`src/rtl/snake_pkg.sv`:
```
// Shared snake playfield definitions: grid geometry, random-source width,
// food placer state encoding and cell coordinate type.
package snake_pkg;

    localparam int unsigned GRID_W   = 40;
    localparam int unsigned GRID_H   = 30;
    localparam int unsigned X_BITS   = 6;
    localparam int unsigned Y_BITS   = 5;
    localparam int unsigned RND_BITS = 15;

    typedef enum logic [2:0] {
        S_IDLE   = 3'd0,
        S_WAIT   = 3'd1,
        S_SAMPLE = 3'd2,
        S_QUERY  = 3'd3,
        S_SCAN   = 3'd4,
        S_DONE   = 3'd5,
        S_FAIL   = 3'd6
    } state_t;

    typedef struct packed {
        logic [Y_BITS-1:0] y;
        logic [X_BITS-1:0] x;
    } coord_t;

endpackage

```
`src/rtl/grid_scan_ctr.sv`:
```
// Raster x/y walker over the playfield. Loads a start cell, steps x then y
// with wrap on both axes, and flags when the next step lands on the start.
module grid_scan_ctr
    import snake_pkg::*;
(
    input  logic              clk,
    input  logic              rst,
    input  logic              i_load,
    input  logic [X_BITS-1:0] i_start_x,
    input  logic [Y_BITS-1:0] i_start_y,
    input  logic              i_step,
    output logic [X_BITS-1:0] o_x,
    output logic [Y_BITS-1:0] o_y,
    output logic              o_last_c
);

    logic [X_BITS-1:0] r_x;
    logic [Y_BITS-1:0] r_y;
    logic [X_BITS-1:0] r_start_x;
    logic [Y_BITS-1:0] r_start_y;
    logic [X_BITS-1:0] w_next_x;
    logic [Y_BITS-1:0] w_next_y;

    // Next raster position: x wraps at the right edge and carries into y.
    always_comb begin
        w_next_x = r_x + X_BITS'(1);
        w_next_y = r_y;
        if (r_x == X_BITS'(GRID_W - 1)) begin
            w_next_x = '0;
            w_next_y = (r_y == Y_BITS'(GRID_H - 1)) ? '0 : r_y + Y_BITS'(1);
        end
    end

    assign o_last_c = (w_next_x == r_start_x) && (w_next_y == r_start_y);
    assign o_x      = r_x;
    assign o_y      = r_y;

    // Position and start-cell registers.
    always_ff @(posedge clk or negedge rst) begin
        if (!rst) begin
            r_x       <= '0;
            r_y       <= '0;
            r_start_x <= '0;
            r_start_y <= '0;
        end else if (i_load) begin
            r_x       <= i_start_x;
            r_y       <= i_start_y;
            r_start_x <= i_start_x;
            r_start_y <= i_start_y;
        end else if (i_step) begin
            r_x       <= w_next_x;
            r_y       <= w_next_y;
        end
    end

endmodule

```
`src/rtl/food_placer.sv`:
```
// Food placer: draws candidate cells from the LFSR after a settle delay,
// range-checks them, asks the occupancy logic, and retries up to MAX_TRIES.
// Optional macro FOOD_SCAN_FALLBACK_EN adds a raster scan of the whole grid
// after the random draws are exhausted; without it exhaustion fails directly.
module food_placer
    import snake_pkg::*;
#(
    parameter int unsigned SETTLE    = 15,
    parameter int unsigned MAX_TRIES = 8
) (
    input  logic                clk,
    input  logic                rst,
    input  logic [RND_BITS-1:0] rnd,
    input  logic                spawn_req,
    output logic                spawn_busy,
    output logic                occ_query,
    output logic [X_BITS-1:0]   occ_x,
    output logic [Y_BITS-1:0]   occ_y,
    input  logic                occ_valid,
    input  logic                occ_hit,
    output logic [X_BITS-1:0]   food_x,
    output logic [Y_BITS-1:0]   food_y,
    output logic                food_valid,
    output logic                spawn_fail
);

    localparam int unsigned        SETTLE_W    = (SETTLE > 1) ? $clog2(SETTLE) : 1;
    localparam int unsigned        TRY_W       = $clog2(MAX_TRIES + 1);
    localparam logic [SETTLE_W-1:0] SETTLE_LOAD = SETTLE_W'(SETTLE - 1);
    localparam logic [TRY_W-1:0]    TRY_MAX     = TRY_W'(MAX_TRIES);

    state_t              r_state;
    state_t              w_state_nxt;
    logic [SETTLE_W-1:0] r_settle;
    logic [SETTLE_W-1:0] w_settle_nxt;
    logic [TRY_W-1:0]    r_tries;
    logic [TRY_W-1:0]    w_tries_nxt;
    logic [TRY_W-1:0]    w_tries_inc;
    coord_t              r_cand;
    coord_t              w_cand_nxt;
    coord_t              w_rnd_cand;
    coord_t              w_done_cand;
    coord_t              r_food;
    coord_t              w_food_nxt;
    logic                w_in_range;
    logic                w_reject;
    logic                w_exhausted;
    logic                r_busy;
    logic                r_query;
    logic                r_food_valid;
    logic                r_fail;
    logic                w_busy_nxt;
    logic                w_query_nxt;
    logic                w_food_valid_nxt;
    logic                w_fail_nxt;
    logic                w_unused_rnd;

    // Candidate straight from the random bits; out-of-range values are rejected, never folded.
    assign w_rnd_cand.x = rnd[X_BITS-1:0];
    assign w_rnd_cand.y = rnd[X_BITS+Y_BITS-1:X_BITS];
    assign w_in_range   = (w_rnd_cand.x < X_BITS'(GRID_W)) && (w_rnd_cand.y < Y_BITS'(GRID_H));
    assign w_unused_rnd = ^rnd[RND_BITS-1:X_BITS+Y_BITS];

    assign w_tries_inc = (r_tries == TRY_MAX) ? r_tries : r_tries + TRY_W'(1);
    assign w_exhausted = (w_tries_inc >= TRY_MAX);

`ifdef FOOD_SCAN_FALLBACK_EN
    logic [X_BITS-1:0] w_scan_x;
    logic [Y_BITS-1:0] w_scan_y;
    coord_t            w_scan_pos;
    coord_t            w_scan_start;
    logic              w_scan_load;
    logic              w_scan_step;
    logic              w_scan_last_c;

    // Scan starts at the last in-range draw, or the origin after a range reject.
    assign w_scan_start = (r_state == S_QUERY) ? r_cand : '0;
    assign w_scan_load  = w_reject && w_exhausted;
    assign w_scan_step  = (r_state == S_SCAN) && occ_valid && occ_hit;
    assign w_scan_pos   = {w_scan_y, w_scan_x};

    grid_scan_ctr u_scan (
        .clk       (clk),
        .rst       (rst),
        .i_load    (w_scan_load),
        .i_start_x (w_scan_start.x),
        .i_start_y (w_scan_start.y),
        .i_step    (w_scan_step),
        .o_x       (w_scan_x),
        .o_y       (w_scan_y),
        .o_last_c  (w_scan_last_c)
    );

    assign w_done_cand = (r_state == S_SCAN) ? w_scan_pos : r_cand;
    assign occ_x       = (r_state == S_SCAN) ? w_scan_x : r_cand.x;
    assign occ_y       = (r_state == S_SCAN) ? w_scan_y : r_cand.y;
`else
    assign w_done_cand = r_cand;
    assign occ_x       = r_cand.x;
    assign occ_y       = r_cand.y;
`endif

    // State register.
    always_ff @(posedge clk or negedge rst) begin
        if (!rst) begin
            r_state <= S_IDLE;
        end else begin
            r_state <= w_state_nxt;
        end
    end

    // Next-state logic; a reject either retries or takes the exhausted path.
    always_comb begin
        w_state_nxt = r_state;
        w_reject    = 1'b0;
        case (r_state)
            S_IDLE: begin
                if (spawn_req) w_state_nxt = S_WAIT;
            end
            S_WAIT: begin
                if (r_settle == '0) w_state_nxt = S_SAMPLE;
            end
            S_SAMPLE: begin
                if (w_in_range) w_state_nxt = S_QUERY;
                else            w_reject    = 1'b1;
            end
            S_QUERY: begin
                if (occ_valid) begin
                    if (occ_hit) w_reject    = 1'b1;
                    else         w_state_nxt = S_DONE;
                end
            end
`ifdef FOOD_SCAN_FALLBACK_EN
            S_SCAN: begin
                if (occ_valid) begin
                    if (!occ_hit)          w_state_nxt = S_DONE;
                    else if (w_scan_last_c) w_state_nxt = S_FAIL;
                end
            end
`endif
            S_DONE:  w_state_nxt = S_IDLE;
            S_FAIL:  w_state_nxt = S_IDLE;
            default: w_state_nxt = S_IDLE;
        endcase
        if (w_reject) begin
            if (!w_exhausted) begin
                w_state_nxt = S_WAIT;
            end else begin
`ifdef FOOD_SCAN_FALLBACK_EN
                w_state_nxt = S_SCAN;
`else
                w_state_nxt = S_FAIL;
`endif
            end
        end
    end

    // Output and datapath next values, derived from the upcoming state.
    always_comb begin
        w_settle_nxt     = r_settle;
        w_tries_nxt      = r_tries;
        w_cand_nxt       = r_cand;
        w_food_nxt       = r_food;
        if ((r_state == S_IDLE) && spawn_req) begin
            w_settle_nxt = SETTLE_LOAD;
            w_tries_nxt  = '0;
        end
        if ((r_state == S_WAIT) && (r_settle != '0)) begin
            w_settle_nxt = r_settle - SETTLE_W'(1);
        end
        if (r_state == S_SAMPLE) begin
            w_cand_nxt = w_rnd_cand;
        end
        if (w_reject) begin
            w_tries_nxt  = w_tries_inc;
            w_settle_nxt = SETTLE_LOAD;
        end
        if (w_state_nxt == S_DONE) begin
            w_food_nxt = w_done_cand;
        end
        w_busy_nxt       = (w_state_nxt != S_IDLE);
        w_query_nxt      = (w_state_nxt == S_QUERY) || (w_state_nxt == S_SCAN);
        w_food_valid_nxt = (w_state_nxt == S_DONE);
        w_fail_nxt       = (w_state_nxt == S_FAIL);
    end

    // Datapath and output registers.
    always_ff @(posedge clk or negedge rst) begin
        if (!rst) begin
            r_settle     <= '0;
            r_tries      <= '0;
            r_cand       <= '0;
            r_food       <= '0;
            r_busy       <= 1'b0;
            r_query      <= 1'b0;
            r_food_valid <= 1'b0;
            r_fail       <= 1'b0;
        end else begin
            r_settle     <= w_settle_nxt;
            r_tries      <= w_tries_nxt;
            r_cand       <= w_cand_nxt;
            r_food       <= w_food_nxt;
            r_busy       <= w_busy_nxt;
            r_query      <= w_query_nxt;
            r_food_valid <= w_food_valid_nxt;
            r_fail       <= w_fail_nxt;
        end
    end

    assign spawn_busy = r_busy;
    assign occ_query  = r_query;
    assign food_x     = r_food.x;
    assign food_y     = r_food.y;
    assign food_valid = r_food_valid;
    assign spawn_fail = r_fail;

endmodule

```
`config.mk`:
```
export PLATFORM = sky130hd
export DESIGN_NAME = food_placer
export DESIGN_NICKNAME = d
export VERILOG_FILES = /design/src/rtl/snake_pkg.sv /design/src/rtl/grid_scan_ctr.sv /design/src/rtl/food_placer.sv
export SDC_FILE = /design/constraint.sdc
export NUM_CORES = 1
export LEC_CHECK = 0
export BUFFER_PORTS_ARGS = -buffer_cell sky130_fd_sc_hd__buf_2
export CORE_AREA = 3 3 69 71
export CTS_CLUSTER_DIAMETER = 120
export CTS_CLUSTER_SIZE = 16
export DETAILED_ROUTE_END_ITERATION = 8
export DIE_AREA = 0 0 72 74
export MAX_ROUTING_LAYER = met4
export PLACE_DENSITY = 0.73
export SYNTH_ARGS = -nofsm -noshare
export SYNTH_HDL_FRONTEND = slang
export SYNTH_SLANG_ARGS = --single-unit
```
`constraint.sdc`:
```
create_clock -name clk -period 1.68 [get_ports clk]
set_input_delay 0.252 -clock clk [delete_from_list [all_inputs] [get_ports clk]]
set_output_delay 0.252 -clock clk [all_outputs]
set_load 0.1 [all_outputs]
```
==> flow_metrics.tcl, run 1 <==
set metrics [dict create \
    ys_ff_latch 37 \
    fin_setup_tns_ns 0 \
    finalHoldViolCount 0 \
    drive_gt1_share_pct 51.67 \
    multi_input_area_um2 695.7 \
    ant_nets 0 \
    synthTopCellsByArea "dfrtp_1 55%, mux2_2 15%, ha_1 2.2%" \
    start_util_pct 39.10 \
    wire_per_inst_um 13.15 \
    fp.dieH_um 74 \
    synthArstFlopShare_pct 100.0 \
    avgSynthCellArea_um2 13.22 \
    fin_crit_ns 1.557 \
    skew_ns 0.002838 \
    synth.area.mux_share_pct 15.95 \
    nets 204 \
    cts_buffer_depth 2 \
    seq_area_um2 925.9 \
    synthesis.nets 150 \
    synthSimpleGateAreaFrac_pct 13.26 \
    numCtsBuffers 5 \
    die-area_um2 5328 \
    startpoint_type "flop" \
    syn_area_um2 1679 \
    syn_inst 127 \
    core_area_um2 4294 \
    final_max_slew_viol_count 0 \
    synth_ff_type "dfrtp_1" \
    tritoncts "built" \
    dp_hpwl_um 2207 \
    grt_max_degree 38 \
    synth.distinct_cells 39 \
    arrival_ns 1.73 \
    outcome "completed" \
    synth-edff-count 0 \
    drt_pass1_iterations 4 \
    mostFrequentLayoutCells "41 x buf_2, 37 x dfrtp_1, 22 x mux2_2, 11 x buf_4, 6 x nand2_1" \
    root_buffer "clkbuf_8" \
    path_class "reg -> reg" \
    dr.first_iter.drc_count 61 \
    fillerInstances 394 \
    grt_pass1_vias 1137 \
    hp-class "in -> async" \
    grt_pass1_wl_um 5202 \
    synth_top_area_share_pct 55.14 \
    relSlewSlack_pct 67.22 \
    worstPathMaxFanout 10 \
    drt_wl_total_um 3050 \
    synth_top_family_by_area "multiplexers" \
    via_per_inst 4.966 \
    grt_remaining_overflow 0 \
    max-cap-violations 0 \
    diodes 0 \
    setup_violations 0 \
    synth_compound_area_share_pct 8.495 \
    grt.total_usage_pct 13.40 \
    synth_largest_area_cell "dfrtp_1" \
    worstPathRequired_ns 1.85 \
    synth_seq_area_share_pct 55.14 \
    layout_commonest_cell "buf_2" \
    period_share_pct 92.71 \
    clock_latency_ns 0.28 \
    die_x_um 72 \
    gp_congestion 0.7459 \
    yosys_warnings 0 \
    drcViolationCount 0 \
    vias 1152 \
    antenna_found_initial 0 \
    synth_fa_ha_area_share_pct 2.235 \
    clk_pin_slew_ns 0.07 \
    rows 24 \
    grt_setup_unrepaired "no" \
    postCtsHoldBufs 0 \
    syn_to_final_growth_pct 23.10 \
    cts_max_level 2 \
    worstMarginPinSlew_ns 0.4952 \
    cts.sinks 37 \
    port_buffers 41 \
    synth_xor_area_share_pct 1.043 \
    max_freq_mhz 642.1 \
    io_pins 46 \
    cp-end-kind "flop" \
]
metrics by stage:
| step | hold slack, ns | cells | util [%] | cell area (um2) | setup WS [ns] |
|---|---|---|---|---|---|
| after global routing | 0.03863 | 232 | 48.14 | 2067 | 0.005294 |
| after CTS | 0.01543 | 231 | 47.79 | 2052 | 0.03307 |
| after detailed placement | 0.3216 | 225 | 46.07 | 1978 | 0.05801 |
| after floorplan | -0.04359 | 127 | - | 1679 | 0.01321 |
| after global placement | 0.3250 | 225 | 46.07 | 1978 | 0.07523 |
| final | 0.004750 | 232 | 48.14 | 2067 | 0.1225 |
repair_timing:
item / CTS / global route
endpoints found under the setup margin: 0 / 5
gates resized for setup: 0 / 3
setup buffers: 0 / 1
hold endpoints to repair: 0 / 0
critical path: stages (launching register included):
cell and delay, ns:
dfrtp_1 0.49, nor2b_1 0.21, nor3b_4 0.21, buf_4 0.20, mux2_2 0.34
cell usage after synthesis, types with 3 or more instances:
library cell,number
ha_1,3
dfrtp_1,37
o21ai_0,4
buf_6,3
mux2_2,22
inv_1,5
nor3_1,3
nand2_1,6
nor2_1,5
a21oi_1,3
cell type report:
type / count / area share, %
Timing Repair Buffer: 52 / 13.92
Clock inverter: 1 / 0.2421
Tap cell: 52 / 3.148
Clock buffer: 5 / 3.329
Multi-Input combinational cell: 80 / 33.66
Sequential cell: 37 / 44.79
Inverter: 5 / 0.9080
worst paths after layout:
check	start	end	slack, ns	depth (start not counted)
worst max register to register	r_state[1]	food_x[5]	0.12	4
min in group clk	rnd[1]	occ_x[1]	0.20	2
max in group asynchronous	rst	r_tries[1]	1.36	2
worst max-delay path	r_state[1]	food_x[5]	0.12	4
worst min register to register	food_x[4]	food_x[4]	0.50	1
worst min-delay path	rst	spawn_busy	0.005	2
registers in the layout, indices dropped and copies added, names as in the netlist:
signal / flops
food_valid: 1
food_x: 6
food_y: 5
occ_query: 1
occ_x: 6
occ_y: 5
r_settle: 4
r_state: 3
r_tries: 4
spawn_busy: 1
spawn_fail: 1
per-layer routing:
metal  wire length (um)  vias to the layer above  share of wire (%)  global-route usage (%)
met3                174                        5                5.7                   4.189
met2               1408                       28                 46                   20.20
met5                  0                        -                  0                       -
li1                   -                      560                  -                       -
met4                 54                        0                1.8                   5.637
met1               1413                      559                 46                   16.75
cells by family (layout without fill, tap and decap cells):
| kind of cell | count (synthesis) | in the layout |
|---|---|---|
| AOI/OAI and AO/OA | 17 | 17 |
| adders and majority gates | 3 | 3 |
| buffers and inverters | 10 | 63 |
| muxes | 24 | 24 |
| xor gates and xnor gates | 2 | 2 |
| and+or+nand+nor | 34 | 34 |
| DFF | 37 | 37 |
Power of run 1 is not shown: default switching activity piles up to over one toggle a cycle in this logic, so the estimate is an artifact.
==> inputs of run 2 (changes only) <==
--- a/config.mk
+++ b/config.mk
@@ -12,7 +12,6 @@
 export DETAILED_ROUTE_END_ITERATION = 8
 export DIE_AREA = 0 0 72 74
 export MAX_ROUTING_LAYER = met4
-export PLACE_DENSITY = 0.73
 export SYNTH_ARGS = -nofsm -noshare
 export SYNTH_HDL_FRONTEND = slang
 export SYNTH_SLANG_ARGS = --single-unit
==> constraint.sdc (replaced) <==
create_clock -name clk -period 1.9 [get_ports clk]
set_input_delay 0.285 -clock clk [delete_from_list [all_inputs] [get_ports clk]]
set_output_delay 0.285 -clock clk [all_outputs]
set_load 0.1 [all_outputs]
==> run 2 against run 1 <==
  * Sequential cell count did not move
  * Maximum frequency fell by 11%
  * Sequential share of layout area rose by 0.60 points
==> flow_metrics.tcl, run 2 (same netlist as run 1, synthesis figures left out) <==
set metrics [dict create \
    grt_remaining_overflow 0 \
    port_buffers 41 \
    final_cells 225 \
    reg2regPathDepth 6 \
    io_pins 46 \
    antenna_found_initial 0 \
    ant_nets 0 \
    dr.first_iter.drc_count 57 \
    fin_setup_tns_ns 0 \
    grt_pass1_vias 1201 \
    cts.sinks 37 \
    worstPathRequired_ns 2.07 \
    timing.rr.end "r_settle[1]" \
    skew_ns 0.004827 \
    mostFrequentLayoutCells "41 x buf_2, 37 x dfrtp_1, 22 x mux2_2, 6 x nand2_1, 6 x clkbuf_8" \
    nets 195 \
    worstMarginPinSlew_ns 0.8165 \
    grt_pass1_wl_um 5609 \
    path_delay_family "simple AND/OR/NAND/NOR gates" \
    startpoint_type "flop" \
    grt.total_usage_pct 14.21 \
    rows 24 \
    hp-class "in -> async" \
    r2r_start "r_settle[0]" \
    clock_latency_ns 0.28 \
    finalHoldViolCount 0 \
    syn_to_final_growth_pct 21.46 \
    drcViolationCount 0 \
    cpPeakStageDelay_ns 0.39 \
    clk_pin_slew_ns 0.07 \
    path_class "reg -> reg" \
    cp_slowest_cell "dfrtp_1" \
    outcome "completed" \
    numPlacedInstances 217 \
    cp-end-kind "flop" \
    rrSetupSlack_ns 0.16 \
    drive_gt1_share_pct 47.98 \
    die-area_um2 5328 \
    cts_setup_buffers 0 \
    start_util_pct 39.10 \
    worstPathMaxFanout 5 \
    grt_max_degree 38 \
    via_per_inst 5.138 \
    layout_commonest_cell "buf_2" \
    dp_hpwl_um 2367 \
    core_area_um2 4294 \
    drt_wl_total_um 3293 \
    arrival_ns 1.91 \
    die_x_um 72 \
    diodes 0 \
    setup_violations 0 \
    fin_util_pct 47.49 \
    fin_crit_ns 1.743 \
    ctsResizeCount 1 \
    root_buffer "clkbuf_8" \
    numCtsBuffers 5 \
    final_max_slew_viol_count 0 \
    period_share_pct 91.73 \
    fp.dieH_um 74 \
    cts_max_level 2 \
    drt_pass1_iterations 4 \
    vias 1156 \
    cts_buffer_depth 2 \
    max_freq_mhz 573.8 \
    crit_buf_inv 1 \
    path_cells "inv_1, ha_1, nor3b_2, nor2b_2, or3_4, a2bb2oi_2" \
    tritoncts "built" \
    gp_congestion 0.7684 \
    max-cap-violations 0 \
    relSlewSlack_pct 45.57 \
    wire_per_inst_um 14.64 \
    grt_setup_unrepaired "no" \
    postCtsHoldBufs 0 \
]
[run 2: cell count changes in the layout (fill, tap and decap cells not counted), sizes merged]
| cell | delta |
|---|---|
| buf | -9 |
| clkbuf | +2 |
| bufinv | +1 |
| clkinv | -1 |
[run 2: worst max path at each step]
| stage | depth (start not counted) | start | endpoint |
|---|---|---|---|
| global placement | 6 | r_settle[0] | r_settle[2] |
| CTS | 6 | r_settle[0] | r_settle[1] |
| global route | 6 | r_settle[0] | occ_query |
| detailed placement | 6 | r_settle[0] | r_settle[2] |
| floorplan | 6 | r_settle[0] | r_settle[2] |
| finish | 6 | r_settle[0] | r_settle[1] |
[run 2: layer usage]
layer	vias up	track usage, %	part of all wire, %
li1	547	-	-
met1	561	16.51	43
met2	42	22.76	48
met3	6	5.000	7.8
met4	0	5.428	1.7
met5	-	-	0
[run 2: metrics by stage]
stage / setup WS, ns / area (um2) / hold WS (ns)
CTS: 0.1483 / 2039 / 0.1206
finish: 0.1572 / 2039 / 0.08967
global placement: 0.1478 / 1918 / 0.4186
detailed placement: 0.01099 / 1918 / 0.4337
floorplan: 0.2332 / 1679 / -0.01059
global route: 0.05301 / 2039 / 0.1488
[run 2: worst register-to-register path, cell delays in order, from the launching register on]
cell	delay [ns]
dfrtp_1	0.39
inv_1	0.12
ha_1	0.20
nor3b_2	0.29
nor2b_2	0.12
or3_4	0.37
a2bb2oi_2	0.14
[run 2: layout make-up]
class	instances	area (um2)
well taps	52	65.06
repair buffers	43	220.2
flip-flops and latches	37	925.9
inverters	5	18.77
fillers	406	2255
clock buffers	7	86.33
multi-input cells	80	693.2
clock inverters	1	30.03
Power of run 2 is left out for the same reason.
==> inputs of run 3 (changes only) <==
--- a/config.mk
+++ b/config.mk
@@ -5,12 +5,13 @@
 export SDC_FILE = /design/constraint.sdc
 export NUM_CORES = 1
 export LEC_CHECK = 0
+export ABC_AREA = 1
 export BUFFER_PORTS_ARGS = -buffer_cell sky130_fd_sc_hd__buf_2
-export CORE_AREA = 3 3 69 71
+export CORE_AREA = 3 3 70 72
 export CTS_CLUSTER_DIAMETER = 120
 export CTS_CLUSTER_SIZE = 16
 export DETAILED_ROUTE_END_ITERATION = 8
-export DIE_AREA = 0 0 72 74
+export DIE_AREA = 0 0 73 75
 export MAX_ROUTING_LAYER = met4
 export SYNTH_ARGS = -nofsm -noshare
 export SYNTH_HDL_FRONTEND = slang
==> run 3 against run 2 <==
  * Sequential cell count unchanged
  * Sequential share of layout area down 0.36 points
  * Setup slack improved by 0.28 ns
  * Synthesized cell count up 48%
  * Area after synthesis is 1.7% higher
  * Critical endpoint is now r_state[0]
  * Largest cell class unchanged
  * Highest routed layer unchanged
==> flow_metrics.tcl, run 3 <==
set metrics [dict create \
    finalHoldViolCount 0 \
    startpoint_type "flop" \
    skew_ns 0.004915 \
    ctsResizeCount 0 \
    worstPathRequired_ns 2.11 \
    arrival_ns 1.67 \
    tritoncts "built" \
    fin_crit_ns 1.466 \
    yosys_warnings 0 \
    outcome "completed" \
    fp.dieH_um 75 \
    start_util_pct 39.22 \
    synthesis.nets 211 \
    fin_setup_tns_ns 0 \
    clk_pin_slew_ns 0.07 \
    synth_seq_area_share_pct 54.21 \
    max_freq_mhz 682.1 \
    worstPathMaxFanout 19 \
    relSlewSlack_pct 67.12 \
    fillerInstances 403 \
    synthArstFlopShare_pct 100.0 \
    setup_violations 0 \
    cts.sinks 37 \
    clock_latency_ns 0.28 \
    mostFrequentLayoutCells "49 x nand2_1, 41 x buf_2, 37 x dfrtp_1, 26 x inv_1, 13 x o21ai_0" \
    nets 258 \
    antenna_found_initial 0 \
    dr.first_iter.drc_count 42 \
    grt_setup_unrepaired "no" \
    synth_top_area_share_pct 54.21 \
    dp_hpwl_um 2539 \
    drt_wl_total_um 3360 \
    layout_commonest_cell "nand2_1" \
    diodes 0 \
    die_x_um 73 \
    drive_gt1_share_pct 32.48 \
    grt.total_usage_pct 14.38 \
    synth_common_cells "49 x nand2_1, 37 x dfrtp_1, 26 x inv_1" \
    period_share_pct 77.16 \
    reg2regPathDepth 8 \
    grt_remaining_overflow 0 \
    io_pins 46 \
    whs_ns 0.03921 \
    grt_pass1_vias 1329 \
    drt_pass1_iterations 4 \
    drcViolationCount 0 \
    synth_largest_area_cell "dfrtp_1" \
    grt_max_degree 38 \
    syn_inst 188 \
    hp-class "in -> async" \
    cts_max_level 2 \
    multi_input_area_um2 641.9 \
    cts_setup_buffers 0 \
    die-area_um2 5475 \
    via_per_inst 4.699 \
    syn_to_final_growth_pct 20.37 \
    port_buffers 41 \
    numCtsBuffers 5 \
    cp-end-kind "flop" \
    vias 1344 \
    avgSynthCellArea_um2 9.085 \
    cts_buffer_depth 2 \
    core_area_um2 4354 \
    ys_ff_latch 37 \
    max-cap-violations 0 \
    postCtsHoldBufs 0 \
    syn_area_um2 1708 \
    synth-edff-count 0 \
    grt_pass1_wl_um 5789 \
    rows 24 \
    synthTopCellsByArea "dfrtp_1 54%, nand2_1 11%, inv_1 5.7%" \
    synth_most_common_cell "nand2_1" \
    final_max_slew_viol_count 0 \
    wire_per_inst_um 11.75 \
    root_buffer "clkbuf_8" \
    synth.distinct_cells 23 \
    gp_congestion 0.7696 \
    worstMarginPinSlew_ns 0.4966 \
    path_class "reg -> reg" \
    seq_area_um2 925.9 \
    ant_nets 0 \
    synth_ff_type "dfrtp_1" \
    fin_util_pct 47.21 \
]
[run 3: path summary, 6_finish.rpt]
| check | startpoint | to | slack, ns |
|---|---|---|---|
| min in group clk | rnd[2] | occ_x[2] | 0.21 |
| worst max register to register | r_state[2] | r_state[0] | 0.43 |
| worst min-delay path | rst | food_y[4] | 0.04 |
| max in group asynchronous | rst | food_x[5] | 1.54 |
| worst max-delay path | r_state[2] | r_state[0] | 0.43 |
| worst min register to register | food_x[1] | food_x[1] | 0.48 |
[run 3: metrics by stage]
stage	cell area (um2)	setup slack (ns)	instances
3_3_place_gp	1982	0.4944	280
2_1_floorplan	1708	0.5979	188
5_1_grt	2056	0.2890	286
6_report	2056	0.4339	286
3_5_place_dp	1982	0.4558	280
4_1_cts	2056	0.4329	286
[run 3: kinds of logic (layout without fill, tap and decap cells)]
family | after synthesis | after routing | share of synthesized area, %
adder cells (fa/ha/maj) | 3 | 3 | 2.198
AO/OA/AOI/OAI | 30 | 30 | 11.43
flip-flops | 37 | 37 | 54.21
buffers and inverters | 33 | 79 | 8.204
XOR/XNOR | 4 | 4 | 2.051
AND/OR/NAND/NOR | 81 | 81 | 21.90
[run 3: layout make-up]
cell class / count / share of cell area [%]
timing repair buffer: 44 / 11.69
tap: 52 / 3.165
multi-input combinational: 118 / 31.22
sequential: 37 / 45.04
inverter: 29 / 5.295
clock inverter: 1 / 0.2435
clock buffer: 5 / 3.348
[run 3: critical path, stage by stage, from the launching register on]
cell and delay, ns:
dfrtp_1 0.40, inv_2 0.10, nand2_2 0.09, nor2_4 0.17
buf_4 0.24, nand3_1 0.11, nand3_1 0.11, nor2_1 0.07
nor2_1 0.10
[run 3: metal layers]
layer  GRT usage [%]  wire length (um)
met1           17.76              1555
met2           22.14              1573
met3           3.605               179
met4           6.762                51
met5               -                 0
Power of run 3 is left out for the same reason.
